==> src/rtl/reel_result_judge.sv <==
// Game-control stage around the reel scroll controller: gates starts against the
// credit balance, waits for the reels to settle, scores the line and pays out.
module reel_result_judge #(
  parameter int ROWS          = 240,
  parameter int SYM_H         = 80,
  parameter int SETTLE        = 4,
  parameter int ARM_TO        = 16,
  parameter int CREDIT_W      = 8,
  parameter int START_CREDITS = 10,
  parameter int BET           = 1,
  parameter int PAY3          = 8,
  parameter int PAY2          = 2
) (
  input  logic                clk,
  input  logic                rst,
  input  logic                start_req,
  input  logic                coin_in,
  input  logic [9:0]          a_pos,
  input  logic [9:0]          b_pos,
  input  logic [9:0]          c_pos,
  output logic                spin_go,
  output logic                busy,
  output logic [CREDIT_W-1:0] credits,
  output logic [1:0]          sym_a,
  output logic [1:0]          sym_b,
  output logic [1:0]          sym_c,
  output logic [CREDIT_W-1:0] payout,
  output logic                result_valid,
  output logic                win,
  output logic                no_credit,
  output logic [2:0]          state_dbg
);

  // Control strobes (start_req, coin_in in; spin_go, result_valid, win, no_credit out)
  // are single-cycle pulses without back-pressure, consumed on the edge that samples them.
  typedef enum logic [2:0] {
    S_IDLE   = 3'd0,
    S_SPIN   = 3'd1,
    S_SETTLE = 3'd2,
    S_JUDGE  = 3'd3,
    S_PAY    = 3'd4
  } state_t;

  localparam int NSYM = ROWS / SYM_H;
  localparam int TO_W = $clog2(ARM_TO + 1);
  localparam int ST_W = $clog2(SETTLE + 1);
  localparam int SW   = CREDIT_W + 2;
  localparam logic [CREDIT_W-1:0] CMAX   = '1;
  localparam logic [CREDIT_W-1:0] BET_C  = CREDIT_W'(BET);
  localparam logic [CREDIT_W-1:0] PAY3_C = CREDIT_W'(PAY3);
  localparam logic [CREDIT_W-1:0] PAY2_C = CREDIT_W'(PAY2);
  localparam logic [CREDIT_W-1:0] START_C = CREDIT_W'(START_CREDITS);

  state_t              state_q, state_d;
  logic [TO_W-1:0]     to_q, to_d;
  logic [ST_W-1:0]     st_q, st_d;
  logic [9:0]          pa_q, pa_d, pb_q, pb_d, pc_q, pc_d;
  logic [CREDIT_W-1:0] credits_q, credits_d, payout_q, payout_d;
  logic [1:0]          sym_a_q, sym_a_d, sym_b_q, sym_b_d, sym_c_q, sym_c_d;
  logic                spin_go_q, spin_go_d, busy_q, busy_d;
  logic                result_valid_q, result_valid_d, win_q, win_d;
  logic                no_credit_q, no_credit_d;

  logic                moved;
  logic [1:0]          qa, qb, qc;
  logic [CREDIT_W-1:0] score, add, sub;
  logic [SW-1:0]       sum;

  // Compare chain against symbol boundaries; offsets past the strip land on the last symbol.
  function automatic logic [1:0] quant(input logic [9:0] pos);
    logic [1:0] idx;
    idx = 2'd0;
    for (int k = 1; k < 4; k++) begin
      if (k < NSYM && int'(pos) >= k * SYM_H) idx = 2'(k);
    end
    return idx;
  endfunction

  always_comb begin
    moved = (a_pos != pa_q) || (b_pos != pb_q) || (c_pos != pc_q);
    qa = quant(a_pos);
    qb = quant(b_pos);
    qc = quant(c_pos);
    if (qa == qb && qb == qc)                  score = PAY3_C;
    else if (qa == qb || qb == qc || qa == qc) score = PAY2_C;
    else                                       score = '0;

    state_d        = state_q;
    to_d           = to_q;
    st_d           = st_q;
    pa_d           = a_pos;
    pb_d           = b_pos;
    pc_d           = c_pos;
    sym_a_d        = sym_a_q;
    sym_b_d        = sym_b_q;
    sym_c_d        = sym_c_q;
    payout_d       = payout_q;
    spin_go_d      = 1'b0;
    result_valid_d = 1'b0;
    win_d          = 1'b0;
    no_credit_d    = 1'b0;
    add            = '0;
    sub            = '0;

    case (state_q)
      S_IDLE: begin
        if (start_req) begin
          if (credits_q >= BET_C) begin
            spin_go_d = 1'b1;
            sub       = BET_C;
            to_d      = '0;
            state_d   = S_SPIN;
          end else begin
            no_credit_d = 1'b1;
          end
        end
      end
      S_SPIN: begin
        // Timeout covers a spin command the reel controller never acted on.
        if (moved || to_q == TO_W'(ARM_TO - 1)) begin
          st_d    = '0;
          state_d = S_SETTLE;
        end else begin
          to_d = to_q + TO_W'(1);
        end
      end
      S_SETTLE: begin
        if (moved) begin
          st_d = '0;
        end else if (st_q == ST_W'(SETTLE - 1)) begin
          st_d    = '0;
          state_d = S_JUDGE;
        end else begin
          st_d = st_q + ST_W'(1);
        end
      end
      S_JUDGE: begin
        sym_a_d        = qa;
        sym_b_d        = qb;
        sym_c_d        = qc;
        payout_d       = score;
        add            = score;
        result_valid_d = 1'b1;
        win_d          = (score != '0);
        state_d        = S_PAY;
      end
      S_PAY:   state_d = S_IDLE;
      default: state_d = S_IDLE;
    endcase

    // Coin, bet and payout are netted in one update; a bet never underflows.
    sum = {2'b00, credits_q} + SW'(coin_in) + {2'b00, add} - {2'b00, sub};
    credits_d = (sum > {2'b00, CMAX}) ? CMAX : sum[CREDIT_W-1:0];
    busy_d    = (state_d != S_IDLE);
  end

  always_ff @(posedge clk or negedge rst) begin
    if (!rst) begin
      state_q        <= S_IDLE;
      to_q           <= '0;
      st_q           <= '0;
      pa_q           <= '0;
      pb_q           <= '0;
      pc_q           <= '0;
      credits_q      <= START_C;
      payout_q       <= '0;
      sym_a_q        <= '0;
      sym_b_q        <= '0;
      sym_c_q        <= '0;
      spin_go_q      <= 1'b0;
      busy_q         <= 1'b0;
      result_valid_q <= 1'b0;
      win_q          <= 1'b0;
      no_credit_q    <= 1'b0;
    end else begin
      state_q        <= state_d;
      to_q           <= to_d;
      st_q           <= st_d;
      pa_q           <= pa_d;
      pb_q           <= pb_d;
      pc_q           <= pc_d;
      credits_q      <= credits_d;
      payout_q       <= payout_d;
      sym_a_q        <= sym_a_d;
      sym_b_q        <= sym_b_d;
      sym_c_q        <= sym_c_d;
      spin_go_q      <= spin_go_d;
      busy_q         <= busy_d;
      result_valid_q <= result_valid_d;
      win_q          <= win_d;
      no_credit_q    <= no_credit_d;
    end
  end

  assign spin_go      = spin_go_q;
  assign busy         = busy_q;
  assign credits      = credits_q;
  assign sym_a        = sym_a_q;
  assign sym_b        = sym_b_q;
  assign sym_c        = sym_c_q;
  assign payout       = payout_q;
  assign result_valid = result_valid_q;
  assign win          = win_q;
  assign no_credit    = no_credit_q;
  assign state_dbg    = state_q;

endmodule

==> config.mk <==
export PLATFORM = sky130hd
export DESIGN_NAME = reel_result_judge
export DESIGN_NICKNAME = d
export VERILOG_FILES = /design/src/rtl/reel_result_judge.sv
export SDC_FILE = /design/constraint.sdc
export NUM_CORES = 1
export LEC_CHECK = 0
export ABC_AREA = 1
export CORE_MARGIN = 2
export CORE_UTILIZATION = 25
export CTS_CLUSTER_SIZE = 30
export DETAILED_ROUTE_END_ITERATION = 16
export GPL_ROUTABILITY_DRIVEN = 0
export HOLD_SLACK_MARGIN = 0.06
export PLACE_DENSITY = 0.43
export SYNTH_ARGS = -nofsm -noshare
export SYNTH_HDL_FRONTEND = slang
export SYNTH_SLANG_ARGS = --single-unit
export TNS_END_PERCENT = 10
==> constraint.sdc <==
create_clock -name clk -period 7 [get_ports clk]
set_input_delay 2.1 -clock clk [delete_from_list [all_inputs] [get_ports clk]]
set_output_delay 2.1 -clock clk [all_outputs]
set_load 0.03 [all_outputs]
Word level (Yosys, flattened, before mapping)
Cells that the tools add are included.
{"block": "word_totals", "elab_cells": 92, "out_inout_bits": 30, "reg_bits": 68, "inputBits": 34}
{"block": "op_classes", "n_lt_le_gt_ge": 8, "n_mux": 35, "n_addsub": 5, "n_eq_ne": 15, "reduce_logical": 13}
{"op": "greater-or-equal comparator 10 x 7 -> 1 bit (second input constant)", "count": 3}
{"op": "greater-or-equal comparator 10 x 8 -> 1 bit (second input constant)", "count": 3}
{"op": "inequality test 10 bit", "count": 3}
{"op": "two-way mux 3 bit", "count": 8}
{"op": "two-way mux 8 bit", "count": 3}
{"op": "two-way mux 5 bit", "count": 3}
{"op": "two-way mux 1 bit", "count": 14}
{"op": "one-hot mux 3 bit (4 select lines)", "count": 1}
{"op": "adder 9 x 8 -> 10 bit", "count": 1}
{"op": "> comparator 10 x 8 -> 1 bit (second input constant)", "count": 1}
{"op": "one-hot mux 5 bit (2 select lines)", "count": 1}
{"op": "subtractor 10 x 8 -> 10 bit", "count": 1}
{"op": "adder 8 x 1 -> 9 bit", "count": 1}
{"op": "== test 3 x 2 -> 1 bit (second input constant)", "count": 3}
{"op": "greater-or-equal comparator 8 x 1 -> 1 bit (second input constant)", "count": 1}
{"op": "two-way mux 2 bit", "count": 4}
{"op": "inequality test 2 bit (second input constant)", "count": 4}
{"op": "nonzero test 8 bit", "count": 1}
{"op": "== test 2 bit", "count": 3}
{"op": "one-hot mux 3 bit (2 select lines)", "count": 1}
{"op": "adder 5 x 1 -> 5 bit (second input constant)", "count": 1}
{"op": "== test 5 x 4 -> 1 bit (second input constant)", "count": 1}
{"op": "logical OR 1 bit", "count": 5}
{"op": "AND reduction 4 bit", "count": 1}
{"op": "other kinds (7)", "count": 8}

Depth between registers and ports, before layout
Gate-level depths: netlist of the first run.
{"block": "logic_depth", "ltp_word": 13, "depth_mapped": 21, "mapped_depth_nobuf": 21}

Worst setup path after synthesis of the first run
Ideal clock, no wire load.
{"block": "synth_timing", "path_type": "input -> register", "start": "in a_pos[8]", "end": "reg credits_q[6] (netlist: credits[6])", "path_stages": 17, "t_required_ns": 6.861, "t_arrival_ns": 4.337, "slack_ns": 2.524, "setup_time_ns": 0.139, "n_path_buf": 0, "path_cell_list": "nor2_1 -> nand2_1 -> nand2_1 -> nand2_1 -> xnor2_1 -> nand2_1 -> nand3_1 -> nand3_1 -> ha_1 -> fa_1 -> inv_1 -> nand3_1 -> nand2_1 -> nand2_1 -> a22oi_1 -> xor2_1 -> nand4_1"}
{"block": "synth_via", "elab_chain_cells": 13, "elab_cells_between_ends": 16, "classes_between": "add/sub: 2; order compare: 3; eq/ne: 2; mux: 6; reduce/logical: 3"}
{"element": "start: declaration", "line_no": "18", "rtl": "input logic [9:0] a_pos,"}
{"element": "greater-or-equal comparator 10 x 7 -> 1 bit", "line_no": "74", "rtl": "if (k < NSYM && int'(pos) >= k * SYM_H) idx = 2'(k);"}
{"element": "two-way mux 1 bit", "line_no": "74"}
{"element": "two-way mux 2 bit (*)", "line_no": "74"}
{"element": "== test 2 bit", "line_no": "84, 85"}
{"element": "logical OR 1 bit (2 in a row)", "line_no": "85", "rtl": "else if (qa == qb || qb == qc || qa == qc) score = PAY2_C;"}
{"element": "two-way mux 2 bit", "line_no": "85"}
{"element": "two-way mux 8 bit (*)", "line_no": "84", "rtl": "if (qa == qb && qb == qc) score = PAY3_C;"}
{"element": "two-way mux 8 bit (*)", "line_no": "105", "rtl": "case (state_q)"}
{"element": "adder 9 x 8 -> 10 bit (*)", "line_no": "152", "rtl": "sum = {2'b00, credits_q} + SW'(coin_in) + {2'b00, add} - {2'b00, sub};"}
{"element": "subtractor 10 x 8 -> 10 bit (*)", "line_no": "152"}
{"element": "> comparator 10 x 8 -> 1 bit", "line_no": "153", "rtl": "credits_d = (sum > {2'b00, CMAX}) ? CMAX : sum[CREDIT_W-1:0];"}
{"element": "two-way mux 8 bit (*)", "line_no": "153"}
{"element": "via credits_d[6]", "line_no": "58", "rtl": "logic [CREDIT_W-1:0] credits_q, credits_d, payout_q, payout_d;"}
{"element": "end signal: assignment", "line_no": "182", "rtl": "credits_q <= credits_d;"}
{"element": "end: declaration", "line_no": "58"}
Mark *: on every way through the listed nets, which the timed path passes. The rest lies on a longest branch.
A chain may end at the register's enable or synchronous reset.

Worst setup path in the final report of the first run
Same ends and word-level chain as after synthesis.

==> results.ini, run 1 <==
[placement]
dpl-instance-area_um2=4350
dp_slack_ns=1.70
dp_cells=718
port_buffers=57
hpwl_um=6310

[setup_path]
r2r_setup_slack_ns=3.61
cp_cell_sequence=clkdlybuf4s50_1 > nor2_1 > nand2_1 > nand2_1 > nand2_1 > xnor2_1 > nand2_1 > nand3_1 > nand3_1 > ha_1 > fa_1 > inv_1 > nand3_1 > nand2_1 > nand2_1 > a22oi_1 > xor2_1 > nand4_1
cp_slowest_stage_delay_ns=0.47
crit_fanout=5
worstPathArrival_ns=5.11
worstSetupPathType=primary input to flop
endpoint_kind=flop
crit_slowest_cell=clkdlybuf4s50_1
worst-path-buf-inv=2
crit_family=simple AND/OR/NAND/NOR gates
cp_common_cell=nand2_1
cp.required_ns=7.19
start_kind=primary input

[logic_synthesis]
avgSynthCellArea_um2=7.43
yosysUniqueCellTypes=34
async_reset_ff_share_pct=100
yosysTopAreaCell=dfrtp_1
ys_top_cells_by_area=dfrtp_1 (42%), nand2_1 (15%), inv_1 (10%)
synthAdderAreaFrac_pct=6.85
yosys_register_bits=62
ys.warnings.count=0
synthTopCellsByCount=nand2_1 (141), inv_1 (98), dfrtp_1 (60), nor2_1 (51), nand3_1 (28)
syn_area_um2=3580
yosys.area_share.xor_xnor_pct=3.43
synth-compound-area-share_pct=3.98
synth_top_family_by_area=simple AND/OR/NAND/NOR gates
synth-seq-area-share_pct=43.4
synth_mux_area_share_pct=0
synth_top_area_share_pct=41.9
synth-simple-area-share_pct=29.7
synth_most_common_cell=nand2_1
ys.flop_type=dfrtp_1
synth_cells=482
synth-edff-count=0

[floorplanning]
fp.dieArea_um2=15300
fp-row-count=43
dieWidth_um=124
start_util_pct=25.7
ios=64
die_height_um=124
coreArea_um2=13900

[power]
p_switching_w=0.000470
p_sw_share_pct=35.6
p_int_w=0.000850
cellLeakagePower_nw=2.46
seqPwrFrac_pct=31.6
ir_drop_uv=182
power_density_nw_per_um2=285
clkPwrFrac_pct=32.2
p_comb_share_pct=36.1

[layout]
fin_area_um2=4630
fin_nets=602
n_antenna_cell=0
stdcell_count=734
drive_gt1_share_pct=7.58
utilization_pct=33.3
syn2layout_area_growth_pct=29.5

[detailed_routing]
vias=2996
drt_iter0_drc=112
wl_met3_um=713
wl_met2_um=3710
drt_first_pass_iters=4
ant_nets=0
via_per_inst=4.08
finalWirelength_um=8390
wire_per_inst_um=11.4
met1_length_um=3880
remaining_drc_errors=0
highest_layer=met4

[sta]
finalSetupViolCount=0
tightest_slew_ns=0.818
setup_ws_ns=2.08
grt_setup_unrepaired=false
finClkSkew_ns=0.00511
fmax_mhz=203
tns_ns=0
period_needed_ns=4.92
fin_crit_sh_pct=70.2
slew_violations=0
max_slew_margin_pct=45.4
finalHoldViolCount=0

[global_route]
grt_pass1_wl_um=13600
antenna_found_initial=0
grt_pass1_vias=2858
grt_max_degree=63
grt_usage_pct=11.8
grt_overflow=0

[cts]
cts.hold.buffers_added=0
cts_resized=0
cts.sinks=62
cts_root_buf=clkbuf_16
cts_setup_buffers=0
htreeDepth=3
clockBufferDepth=2
clk_pin_slew_ns=0.05
cts-buffers-inserted=9
cts_tree=yes
clock_latency_ns=0.33

[outcome]
status=finished, final reports clean

[run]
cap_violations=0

[hold_path]
hold_class=flop to flop

==> layout make-up <==
class                           instances  area (µm²)
Timing Repair Buffer                   58         573
Inverter                              106         398
Sequential cell                        62        1550
Clock buffer                           12         267
Fill cell                            1474        9300
Tap cell                              180         225
Clock inverter                          4        20.0
Multi-Input combinational cell        312        1600
==> path summary, 6_finish.rpt <==
check | to | cells after the start | from
max | credits[6] | 18 | a_pos[8]
min | payout[1] | 2 | payout[1]
max reg2reg | credits[6] | 18 | credits[7]
min reg2reg | payout[1] | 2 | payout[1]
max in group asynchronous | credits[4] | 2 | rst
min in group asynchronous | pa_q[1] | 2 | rst
==> worst reg2reg max path, cell delays in order (launching register included) <==
cell,delay [ns]
dfrtp_1,0.39
inv_1,0.13
ha_1,0.23
inv_1,0.05
o211ai_1,0.21
nand3_1,0.32
inv_1,0.23
ha_1,0.26
inv_1,0.06
ha_1,0.16
inv_1,0.06
fa_1,0.39
inv_1,0.07
nand3_1,0.08
nand2_1,0.10
nand2_1,0.07
a22oi_1,0.18
xor2_1,0.17
nand4_1,0.10
==> routing by layer <==
| metal | vias to the layer above | global-route usage (%) |
|---|---|---|
| li1 | 1581 | - |
| met1 | 1342 | 14.4 |
| met2 | 63 | 18.9 |
| met3 | 10 | 4.99 |
| met4 | 0 | 3.62 |
| met5 | - | 0 |
==> stage by stage <==
stage / hold WS, ns / total power, W
floorplan: 0.473 / 0.000758
global placement: 0.491 / 0.000905
detailed placement: 0.487 / 0.000898
CTS: 0.501 / 0.00134
global route: 0.530 / 0.00142
finish: 0.494 / 0.00132
==> layout by cell type (no fill, tap or decap), types with 4 or more instances in the layout <==
cell / n
nand2_1: 141
conb_1: 6
nor2_2: 5
o21ai_1: 5
clkinv_2: 4
a21oi_1: 5
nand3_1: 28
nor2_1: 51
inv_2: 8
nand4_1: 11
clkbuf_16: 9
xnor2_1: 8
clkdlybuf4s50_1: 56
inv_1: 98
dfrtp_1: 60
ha_1: 18
o21ai_0: 9
xor2_1: 6
==> kinds of logic (layout without fill, tap and decap cells) <==
kind of cell / after synthesis / after routing
and+or+nand+nor: 248 / 248
buffers and inverters: 113 / 180
AOI/OAI and AO/OA: 25 / 25
DFF: 62 / 62
other: 1 / 6
adders and majority gates: 19 / 19
xor gates and xnor gates: 14 / 14
==> state kept, by name, indices dropped and copies added (netlist names), 3 cells and up <==
register / cells
pb_q: 10
state_dbg: 3
to_q: 5
st_q: 3
pa_q: 10
credits: 8
pc_q: 10
==> power groups by stage <==
| stage | combinational, W | clock [W] | sequential (W) |
|---|---|---|---|
| after global placement | 0.000480 | 0 | 0.000425 |
| after detailed placement | 0.000474 | 0 | 0.000423 |
| after floorplan | 0.000300 | 0 | 0.000457 |
| final | 0.000477 | 0.000425 | 0.000417 |
| after CTS | 0.000480 | 0.000443 | 0.000418 |
| after global routing | 0.000544 | 0.000458 | 0.000423 |
Power figures use the tool's default switching activity.
==> run 2: changes to the inputs <==
--- a/config.mk
+++ b/config.mk
@@ -12,7 +12,7 @@
 export DETAILED_ROUTE_END_ITERATION = 16
 export GPL_ROUTABILITY_DRIVEN = 0
 export HOLD_SLACK_MARGIN = 0.06
-export PLACE_DENSITY = 0.43
+export PLACE_DENSITY = 0.45
 export SYNTH_ARGS = -nofsm -noshare
 export SYNTH_HDL_FRONTEND = slang
 export SYNTH_SLANG_ARGS = --single-unit
==> constraint.sdc (replaced) <==
create_clock -name clk -period 3.96 [get_ports clk]
set_input_delay 1.188 -clock clk [delete_from_list [all_inputs] [get_ports clk]]
set_output_delay 1.188 -clock clk [all_outputs]
set_load 0.03 [all_outputs]
==> results.ini, run 2 (same netlist as run 1, synthesis figures left out) <==
[setup_path]
crit_fanout=4  ; was 5
cp.required_ns=4.16  ; was 7.19 ns
cp_cell_sequence=clkdlybuf4s50_1 > inv_1 > nand2_1 > nand2_1 > nand2_4 > nor2_1 > nor2_1 > nand2_1 > nand2_1 > inv_1 > nand2_1 > nand3_2 > ha_4 > fa_2 > inv_1 > nand3_1 > nand2_1 > nand2_1 > a22oi_1 > xor2_1 > nand4_1  ; was clkdlybuf4s50_1 > nor2_1 > nand2_1 > nand2_1 > nand2_1 > xnor2_1 > nand2_1 > nand3_1 > nand3_1 > ha_1 > fa_1 > inv_1 > nand3_1 > nand2_1 > nand2_1 > a22oi_1 > xor2_1 > nand4_1
worstSetupPathType=primary input to flop  ; unchanged
start_kind=primary input  ; unchanged
crit_slowest_cell=clkdlybuf4s50_1  ; unchanged
crit_family=simple AND/OR/NAND/NOR gates  ; unchanged
cp_common_cell=nand2_1  ; unchanged
endpoint_kind=flop  ; unchanged
cp_slowest_stage_delay_ns=0.48  ; was 0.47 ns
worst-path-buf-inv=4  ; was 2
worstPathArrival_ns=3.88  ; was 5.11 ns

[global_route]
gr-usage-met3_pct=5.36  ; was 4.99%
grt_pass1_wl_um=14100  ; was 13,600 µm
grt_overflow=0  ; unchanged
use_met1_pct=15.3  ; was 14.4%
antenna_found_initial=1  ; was 0
grt_usage_pct=12.1  ; was 11.8%
grt-busiest-layer=met2  ; unchanged
grt_pass1_vias=3049  ; was 2,858
use_met2_pct=18.8  ; was 18.9%
grt_max_degree=26  ; was 63

[layout]
syn2layout_area_growth_pct=38.9  ; was 29.5%
reg_top3=pa_q x10, pb_q x10, pc_q x10  ; unchanged
multiInputGateArea_um2=1670  ; was 1600 µm²
stdcell_count=767  ; was 734
final_cell_mix=nand2_1 (138), inv_1 (98), dfrtp_1 (60)  ; was nand2_1 (141), inv_1 (98), dfrtp_1 (60)
n_fill_cell=1455  ; was 1,474
utilization_pct=35.7  ; was 33.3%
regArea_um2=1550  ; unchanged
final_common_cell=nand2_1  ; unchanged
fin_nets=634  ; was 602
drive_gt1_share_pct=14.0  ; was 7.58%

[sta]
holdWs_ns=0.483  ; was 0.494 ns
finalHoldViolCount=0  ; unchanged
finClkSkew_ns=0.00845  ; was 0.00511 ns
grt_setup_unrepaired=false  ; unchanged
tightest_slew_ns=0.588  ; was 0.818 ns
finalSetupViolCount=0  ; unchanged
slew_violations=0  ; unchanged
setup_ws_ns=0.279  ; was 2.08 ns
period_needed_ns=3.68
fin_crit_sh_pct=92.9
max_slew_margin_pct=60.8  ; was 45.4%
fmax_mhz=272

[placement]
dp_cells=750  ; was 718
hpwl_um=6580  ; was 6310 µm
port_buffers=57  ; unchanged
dp_slack_ns=-0.367  ; was 1.70 ns

[power]
p_switching_w=0.000848  ; was 0.000470 W
p_int_w=0.00158  ; was 0.000850 W
cellLeakagePower_nw=2.71  ; was 2.46 nW
seqPwrFrac_pct=30.4  ; was 31.6%
p_sw_share_pct=34.9  ; was 35.6%
ir_drop_uv=374  ; was 182 µV
power_density_nw_per_um2=489  ; was 285 nW/µm²
clkPwrFrac_pct=30.8  ; was 32.2%
p_comb_share_pct=38.8  ; was 36.1%

[detailed_routing]
wire_per_inst_um=11.0  ; was 11.4 µm
ant_nets=0  ; unchanged
remaining_drc_errors=0  ; unchanged
via_per_inst=3.99  ; was 4.08
vias=3057  ; was 2,996
drt_first_pass_iters=4  ; unchanged
drt_iter0_drc=174  ; was 112
finalWirelength_um=8450  ; was 8390 µm

[cts]
cts_root_buf=clkbuf_16  ; unchanged
cts-buffers-inserted=9  ; unchanged
clock_latency_ns=0.33  ; about the same
cts.sinks=62  ; unchanged
clk_pin_slew_ns=0.05  ; about the same
cts_tree=yes  ; unchanged
clockBufferDepth=2  ; unchanged
htreeDepth=3  ; unchanged

[floorplanning]
die_height_um=124  ; unchanged
fp-row-count=43  ; unchanged
fp.dieArea_um2=15300  ; unchanged
ios=64  ; unchanged
dieWidth_um=124  ; unchanged
coreArea_um2=13900  ; unchanged
start_util_pct=25.7  ; unchanged

[run]
cap_violations=0  ; unchanged

[outcome]
status=finished, final reports clean  ; unchanged

[hold_path]
hold_class=flop to flop  ; unchanged

==> run 2: cell types whose count changed in the layout (fill, tap and decap cells not counted), sizes merged <==
cell,previous run,this run
dlymetal6s2s,0,10
buf,2,34
diode,0,1
clkdlybuf4s50,56,46
clkinv,4,0
clkbuf,12,16
==> run 2: area by class of cell <==
type                    count  area share (%)
multi-input cells         312            33.7
flip-flops and latches     62            31.2
repair buffers             90            16.9
clock buffers              16            5.66
inverters                 106            8.00
well taps                 180            4.53
diodes                      1          0.0503
==> run 2: power groups by stage <==
| stage | clock (W) | combinational, W | sequential [W] |
|---|---|---|---|
| after CTS | 0.000770 | 0.000931 | 0.000739 |
| after detailed placement | 0 | 0.000911 | 0.000748 |
| final | 0.000748 | 0.000944 | 0.000740 |
| after global placement | 0 | 0.000925 | 0.000750 |
| after floorplan | 0 | 0.000531 | 0.000808 |
| after global routing | 0.000804 | 0.00107 | 0.000746 |
==> run 2: metal layers <==
layer	vias to the layer above	part of all wire (%)
met2	58	43
met4	0	1.6
met5	-	0
met3	9	7.1
met1	1343	49
li1	1647	-
==> run 2: worst register-to-register path: cells and delay by family (launching register included) <==
family	cells	cell delay [ns]
compound gates	2	0.36
xor+xnor	1	0.17
fa+ha+maj	4	0.97
buf+inv	6	0.52
flops	1	0.40
simple gates	5	0.47
==> run 2: metrics by stage <==
stage          setup TNS (ns)  power, W  instance area (µm²)
6_report                    0   0.00243                 4970
3_3_place_gp            -2.29   0.00167                 4590
5_1_grt                     0   0.00262                 4970
4_1_cts                     0   0.00244                 4890
2_1_floorplan               0   0.00134                 3600
3_5_place_dp            -2.57   0.00166                 4590
==> run 2: final timing paths <==
path | slack, ns | cells past startpoint | from | end
setup / recovery | 0.28 | 21 | b_pos[4] | credits[6]
hold / removal | 0.48 | 2 | payout[1] | payout[1]
setup reg to reg | 0.92 | 18 | credits[7] | credits[6]
hold reg to reg | 0.48 | 2 | payout[1] | payout[1]
max in group asynchronous | 2.33 | 2 | rst | credits[1]
min in group asynchronous | 0.86 | 1 | rst | pa_q[8]
==> run 2: repair_timing <==
item | CTS | global route
pin swaps | 1 | 2
resized for setup | 3 | 26
hold buffers | 0 | 0
setup buffers | 0 | 0
setup endpoints to repair | 3 | 8
